==> config.mk <==
export PLATFORM = sky130hd
export DESIGN_NAME = bus_bridge_flat
export DESIGN_NICKNAME = d
export VERILOG_FILES = /design/src/rtl/bus_bridge_if.sv /design/src/rtl/bus_bridge.sv /design/src/flat_wrapper.sv
export SDC_FILE = /design/constraint.sdc
export NUM_CORES = 1
export LEC_CHECK = 0
export ABC_AREA = 1
export CORE_AREA = 4 4 118 120
export CTS_CLUSTER_SIZE = 12
export DETAILED_ROUTE_END_ITERATION = 10
export DIE_AREA = 0 0 122 124
export HOLD_SLACK_MARGIN = 0.06
export PLACE_DENSITY = 0.71
export SKIP_LAST_GASP = 1
export SLEW_MARGIN = 15
export SYNTH_ARGS = -nofsm -noshare
export SYNTH_HDL_FRONTEND = slang
export SYNTH_SLANG_ARGS = --single-unit
export TNS_END_PERCENT = 50
==> constraint.sdc <==
create_clock -name clock -period 4.4 [get_ports clock]
set_input_delay 0.88 -clock clock [delete_from_list [all_inputs] [get_ports clock]]
set_output_delay 0.88 -clock clock [all_outputs]
set_load 0.02 [all_outputs]
==> src/rtl/bus_bridge_if.sv <==
// rtl/bus_bridge_if.sv - byte-stream and strobe/ack/retry bus signals of the bus_bridge initiator
interface bus_bridge_if #(
    parameter int ADDR_BITS = 28
);
    logic [7:0]           in_data;
    logic                 in_valid;
    logic                 in_ready;
    logic [7:0]           out_data;
    logic                 out_valid;
    logic                 out_ready;
    logic [ADDR_BITS-1:0] addr;
    logic [31:0]          data_out;
    logic [31:0]          data_in;
    logic [3:0]           select;
    logic                 write;
    logic                 strobe;
    logic                 ack;
    logic                 retry;
    logic                 busy;

    modport master (
        input  in_data, in_valid, out_ready, data_in, ack, retry,
        output in_ready, out_data, out_valid, addr, data_out, select, write, strobe, busy
    );

    modport slave (
        output in_data, in_valid, out_ready, data_in, ack, retry,
        input  in_ready, out_data, out_valid, addr, data_out, select, write, strobe, busy
    );
endinterface

==> src/rtl/bus_bridge.sv <==
// rtl/bus_bridge.sv - command-byte to bus-transaction initiator for host peek/poke access
module bus_bridge #(
    parameter int ADDR_BITS = 28,
    parameter int WORD_BITS = 32,
    parameter int TIMEOUT   = 1023
) (
    input  logic           clock,
    input  logic           reset_n,
    bus_bridge_if.master   bus
);
    localparam int               CW         = $clog2(TIMEOUT + 1);
    localparam logic [CW-1:0]    TMO_MAX    = '1;
    localparam logic [7:0]       OP_WRITE   = 8'h57;
    localparam logic [7:0]       OP_READ    = 8'h52;
    localparam logic [7:0]       ST_OK      = 8'h06;
    localparam logic [7:0]       ST_TIMEOUT = 8'h15;
    localparam logic [7:0]       ST_BAD     = 8'h3F;

    typedef enum logic [2:0] {IDLE, ADDR, DATA, ISSUE, WAIT, RESP, RDATA} state_t;

    state_t                state, state_nx;
    logic                  is_write;
    logic [1:0]            cnt;
    logic [ADDR_BITS-1:0]  addr_q;
    logic [WORD_BITS-1:0]  wdata_q;
    logic [WORD_BITS-1:0]  rdata_q;
    logic [7:0]            status_q;
    logic [CW-1:0]         tmo_q;
    logic                  in_hs;
    logic                  out_hs;
    logic                  timed_out;

    assign in_hs     = bus.in_valid && bus.in_ready;
    assign out_hs    = bus.out_valid && bus.out_ready;
    assign timed_out = (tmo_q >= CW'(TIMEOUT));

    always_ff @(posedge clock or negedge reset_n) begin
        if (!reset_n) state <= IDLE;
        else          state <= state_nx;
    end

    // ack beats timeout, timeout beats retry
    always_comb begin
        state_nx = state;
        case (state)
            IDLE:  if (in_hs) state_nx = (bus.in_data == OP_WRITE || bus.in_data == OP_READ) ? ADDR : RESP;
            ADDR:  if (in_hs && cnt == 2'd3) state_nx = is_write ? DATA : ISSUE;
            DATA:  if (in_hs && cnt == 2'd3) state_nx = ISSUE;
            ISSUE: begin
                if (bus.ack)        state_nx = RESP;
                else if (bus.retry) state_nx = ISSUE;
                else                state_nx = WAIT;
            end
            WAIT: begin
                if (bus.ack)        state_nx = RESP;
                else if (timed_out) state_nx = RESP;
                else if (bus.retry) state_nx = ISSUE;
            end
            RESP:  if (out_hs) state_nx = (status_q == ST_OK && !is_write) ? RDATA : IDLE;
            RDATA: if (out_hs && cnt == 2'd3) state_nx = IDLE;
            default: state_nx = IDLE;
        endcase
    end

    always_ff @(posedge clock or negedge reset_n) begin
        if (!reset_n) begin
            is_write <= 1'b0;
            cnt      <= '0;
            addr_q   <= '0;
            wdata_q  <= '0;
            rdata_q  <= '0;
            status_q <= '0;
            tmo_q    <= '0;
        end else begin
            case (state)
                IDLE: if (in_hs) begin
                    is_write <= (bus.in_data == OP_WRITE);
                    status_q <= ST_BAD;
                    cnt      <= '0;
                end
                ADDR: if (in_hs) begin
                    addr_q <= {addr_q[ADDR_BITS-9:0], bus.in_data};
                    cnt    <= cnt + 2'd1;
                    tmo_q  <= '0;
                end
                DATA: if (in_hs) begin
                    wdata_q <= {wdata_q[WORD_BITS-9:0], bus.in_data};
                    cnt     <= cnt + 2'd1;
                    tmo_q   <= '0;
                end
                ISSUE, WAIT: begin
                    // retries keep counting against the same budget
                    if (tmo_q != TMO_MAX) tmo_q <= tmo_q + CW'(1);
                    cnt <= '0;
                    if (bus.ack) begin
                        status_q <= ST_OK;
                        if (!is_write) rdata_q <= bus.data_in;
                    end else if (state == WAIT && timed_out) begin
                        status_q <= ST_TIMEOUT;
                    end
                end
                RDATA: if (out_hs) begin
                    rdata_q <= rdata_q << 8;
                    cnt     <= cnt + 2'd1;
                end
                default: ;
            endcase
        end
    end

    assign bus.in_ready  = (state == IDLE) || (state == ADDR) || (state == DATA);
    assign bus.strobe    = (state == ISSUE);
    assign bus.select    = (state == ISSUE || state == WAIT) ? 4'b1111 : 4'b0000;
    assign bus.write     = is_write && (state == ISSUE || state == WAIT);
    assign bus.addr      = {addr_q[ADDR_BITS-1:2], 2'b00};
    assign bus.data_out  = wdata_q;
    assign bus.out_valid = (state == RESP) || (state == RDATA);
    assign bus.out_data  = (state == RESP)  ? status_q :
                           (state == RDATA) ? rdata_q[WORD_BITS-1 -: 8] : 8'h00;
    assign bus.busy      = (state != IDLE);
endmodule

==> src/flat_wrapper.sv <==
// flat-port wrapper written by rule: the top's interface ports become plain ports
module bus_bridge_flat 
#(
    parameter int ADDR_BITS = 28,
    parameter int WORD_BITS = 32,
    parameter int TIMEOUT   = 1023
)
  (clock, reset_n, bus_in_data, bus_in_valid, bus_out_ready, bus_data_in, bus_ack, bus_retry, bus_in_ready, bus_out_data, bus_out_valid, bus_addr, bus_data_out, bus_select, bus_write, bus_strobe, bus_busy);
  bus_bridge_if #(.ADDR_BITS(ADDR_BITS)) bus_i ();
  input  logic clock;
  input  logic reset_n;
  input wire logic [$bits(bus_i.in_data)-1:0] bus_in_data;
  input wire logic [$bits(bus_i.in_valid)-1:0] bus_in_valid;
  input wire logic [$bits(bus_i.out_ready)-1:0] bus_out_ready;
  input wire logic [$bits(bus_i.data_in)-1:0] bus_data_in;
  input wire logic [$bits(bus_i.ack)-1:0] bus_ack;
  input wire logic [$bits(bus_i.retry)-1:0] bus_retry;
  output wire logic [$bits(bus_i.in_ready)-1:0] bus_in_ready;
  output wire logic [$bits(bus_i.out_data)-1:0] bus_out_data;
  output wire logic [$bits(bus_i.out_valid)-1:0] bus_out_valid;
  output wire logic [$bits(bus_i.addr)-1:0] bus_addr;
  output wire logic [$bits(bus_i.data_out)-1:0] bus_data_out;
  output wire logic [$bits(bus_i.select)-1:0] bus_select;
  output wire logic [$bits(bus_i.write)-1:0] bus_write;
  output wire logic [$bits(bus_i.strobe)-1:0] bus_strobe;
  output wire logic [$bits(bus_i.busy)-1:0] bus_busy;
  assign bus_i.in_data = bus_in_data;
  assign bus_i.in_valid = bus_in_valid;
  assign bus_i.out_ready = bus_out_ready;
  assign bus_i.data_in = bus_data_in;
  assign bus_i.ack = bus_ack;
  assign bus_i.retry = bus_retry;
  assign bus_in_ready = bus_i.in_ready;
  assign bus_out_data = bus_i.out_data;
  assign bus_out_valid = bus_i.out_valid;
  assign bus_addr = bus_i.addr;
  assign bus_data_out = bus_i.data_out;
  assign bus_select = bus_i.select;
  assign bus_write = bus_i.write;
  assign bus_strobe = bus_i.strobe;
  assign bus_busy = bus_i.busy;
  bus_bridge #(.ADDR_BITS(ADDR_BITS), .WORD_BITS(WORD_BITS), .TIMEOUT(TIMEOUT)) u_core (.clock(clock), .reset_n(reset_n), .bus(bus_i));
endmodule
==> qor.txt <==
DR WL/cell: 13.4 µm
Final setup viols: 0
PortBufs: 120
Main synth FF type: dfrtp_1
Die X: 122 µm
Final setup margin: 0.752 ns
Worst-case clock skew: 0.0104 ns
CTS buffer count: 9
DP Area: 6690 µm²
TritonCTS clock tree: yes
Worst-Skew Late Latency: 0.36 ns
CP arrival: 2.77 ns
GR Overflow Total: 0
Xor/xnor share of the synthesized area: 0.461%
Share of layout cells above drive strength 1: 7.96%
Fin crit period: 3.65 ns
WL final: 12600 µm
Max Cap Violations: 0
Fin nets: 809
DIE AREA: 15100 µm²
Worst hold stages: 2
Endpoints failing hold: 0
VDD IR max: 341 µV
Clock Path Buffers: 2
Post-synth EDFFs: 0
Diodes inserted: 0
Complex-gate fraction of the synthesized area: 5.75%
Area leader, netlist: dfrtp_1
Vias: 4603
YS warnings: 0
Simple-Gate Fraction of Synth Area: 28.1%
CTS root buf: clkbuf_16
Top cell type's share of synthesized area: 49.1%
Final Max Tran Viols: 0
Clock sink count: 112
Most frequent cells after synthesis: nand2_1, dfrtp_1, inv_1
Synth-to-Final Area Change: 22.9%
Distinct cells, synth: 32
Rel. slew slack: 48.9%
Avg Cell Area, Syn: 8.27 µm²
Reg clk slew, reported paths: 0.08 ns
Initial Utilization: 44.0%
Number of hold-repair buffers added at the cts stage: 0
Adder-cell share of the synthesized area: 0.439%
Critical path class: flop to primary output
Post-synthesis mux area share: 3.95%
Finished Cell Area: 7010 µm²
Post-CTS setup buffers: 0
Initial antenna violation count: 0
CORE AREA: 13000 µm²
RSZ-0062 raised after global routing: false
Global-route wire length before repair: 21300 µm
Cell count of the worst reg-to-reg path: 9
Drt first-iter violations: 348
Worst-Margin Slew: 0.766 ns
CTS H-tree lvls: 3
Placement Setup Slack: 1.13 ns
Worst Hold Class: flop to flop
Power Dens Cells: 726 nW/µm²
DR DRC count: 0
IO Pins: 123
Largest net degree at the start of global routing: 86
Row count: 42
Tcrit/Tclk final: 82.9%
Overall Global Routing Usage: 17.6%
CP endpoint kind: primary output
DP HPWL: 8980 µm
Die height: 124 µm
Largest family of logic cells by synthesized area: simple AND/OR/NAND/NOR gates
RePlAce Congestion: 0.919
Setup TNS: 0 ns
Vias in the first global route: 4399
DR pass1 iterations: 4
Final antenna-violating net count: 0
Async set or reset register ratio after synthesis: 100%
Register bit total from synthesis: 112
Post-Syn Instances: 690
Sequential-to-total area share from yosys stat: 49.1%
Worst Path Max Fanout: 39
Top-count cell post-synth: nand2_1
Leak Pwr: 3.48 nW
Synth area leaders: dfrtp_1, nand2_1, buf_4, nand4_1, inv_1
Worst R2R Setup Slack: 1.66 ns
Outcome: completed
CP required: 3.52 ns
CP startpoint kind: flop
Highest clock rate: 274 MHz
Mapped cell area: 5710 µm²
Vias/cell: 4.89
Post_cts resized: 0
==> final timing paths <==
check	startpoint	to
worst max-delay path	u_core.state[1]	bus_out_data[3]
worst max register to register	u_core.state[0]	u_core.rdata_q[12]
min in group asynchronous	reset_n	u_core.addr_q[24]
max in group asynchronous	reset_n	u_core.bus.data_out[15]
worst min-delay path	u_core.rdata_q[25]	u_core.rdata_q[25]
worst min register to register	u_core.rdata_q[25]	u_core.rdata_q[25]
==> power by group <==
group	leakage [nW]	internal, mW	total [mW]	switching (mW)
logic	1.93	0.999	2.41	1.42
clock network	0.154	0.460	0.872	0.411
registers	1.40	1.48	1.80	0.318
total	3.48	2.94	5.09	2.15
==> layout make-up <==
type	instances	area, µm²
Clock buffer	9	225
Timing Repair Buffer	123	1220
Clock inverter	7	91.3
Tap cell	176	220
Fill cell	1225	5970
Multi-Input combinational cell	455	2210
Sequential cell	112	2800
Inverter	60	230
==> sequential cells by signal (all words and copies together) (netlist names) <==
register             count
u_core.state             3
u_core.rdata_q          32
u_core.tmo_q            10
u_core.addr_q           28
u_core.status_q          4
u_core.bus.data_out     32
u_core.is_write          1
u_core.cnt               2
==> through the flow <==
step | std cells | hold WS, ns | util [%] | power (mW)
after floorplan | 691 | 0.442 | - | 3.58
after global placement | 926 | 0.454 | 51.5 | 4.18
after detailed placement | 926 | 0.458 | 51.5 | 4.25
after CTS | 942 | 0.478 | 54.0 | 5.13
after global routing | 942 | 0.494 | 54.0 | 5.49
final | 942 | 0.474 | 54.0 | 5.09
==> layer usage <==
metal / global-route usage [%] / vias up / routed length [µm]
li1: - / 2309 / -
met1: 23.2 / 2138 / 5510
met2: 28.3 / 134 / 6070
met3: 4.59 / 22 / 771
met4: 6.02 / 0 / 286
met5: 0 / - / 0
==> worst max-delay path: stages (launching register included) <==
cell and delay [ns]:
dfrtp_1 0.61, nand3_4 0.35, inv_2 0.60, nand2_1 0.09
o21ai_0 0.09, clkdlybuf4s50_1 0.66
==> cell families (layout without fill, tap and decap cells) <==
family                     count (synthesis)  count (layout)
and+or+nand+nor                          365             365
buffers and inverters                    124             199
DFF                                      112             112
AOI/OAI and AO/OA                         63              63
muxes                                     20              20
xor gates and xnor gates                   3               3
adders and majority gates                  2               2
other                                      1               2
==> layout by cell type (no fill, tap or decap), types with 2 or more instances in the layout <==
cell type	n
nand2_2	7
o21ai_1	4
mux2_1	3
nor2_1	42
inv_2	3
buf_4	3
nor2_8	2
nand2_1	247
conb_1	2
nand3_4	2
mux2_2	17
o21ai_0	39
inv_4	2
o21ai_2	2
inv_1	55
dfrtp_1	112
nand3b_1	2
a21oi_1	16
nand3_1	21
xor2_1	2
clkdlybuf4s50_1	119
ha_1	2
inv_8	4
nand4_1	36
clkbuf_16	9
nand3_2	3
No activity file was read; power rests on OpenSTA's default activity.
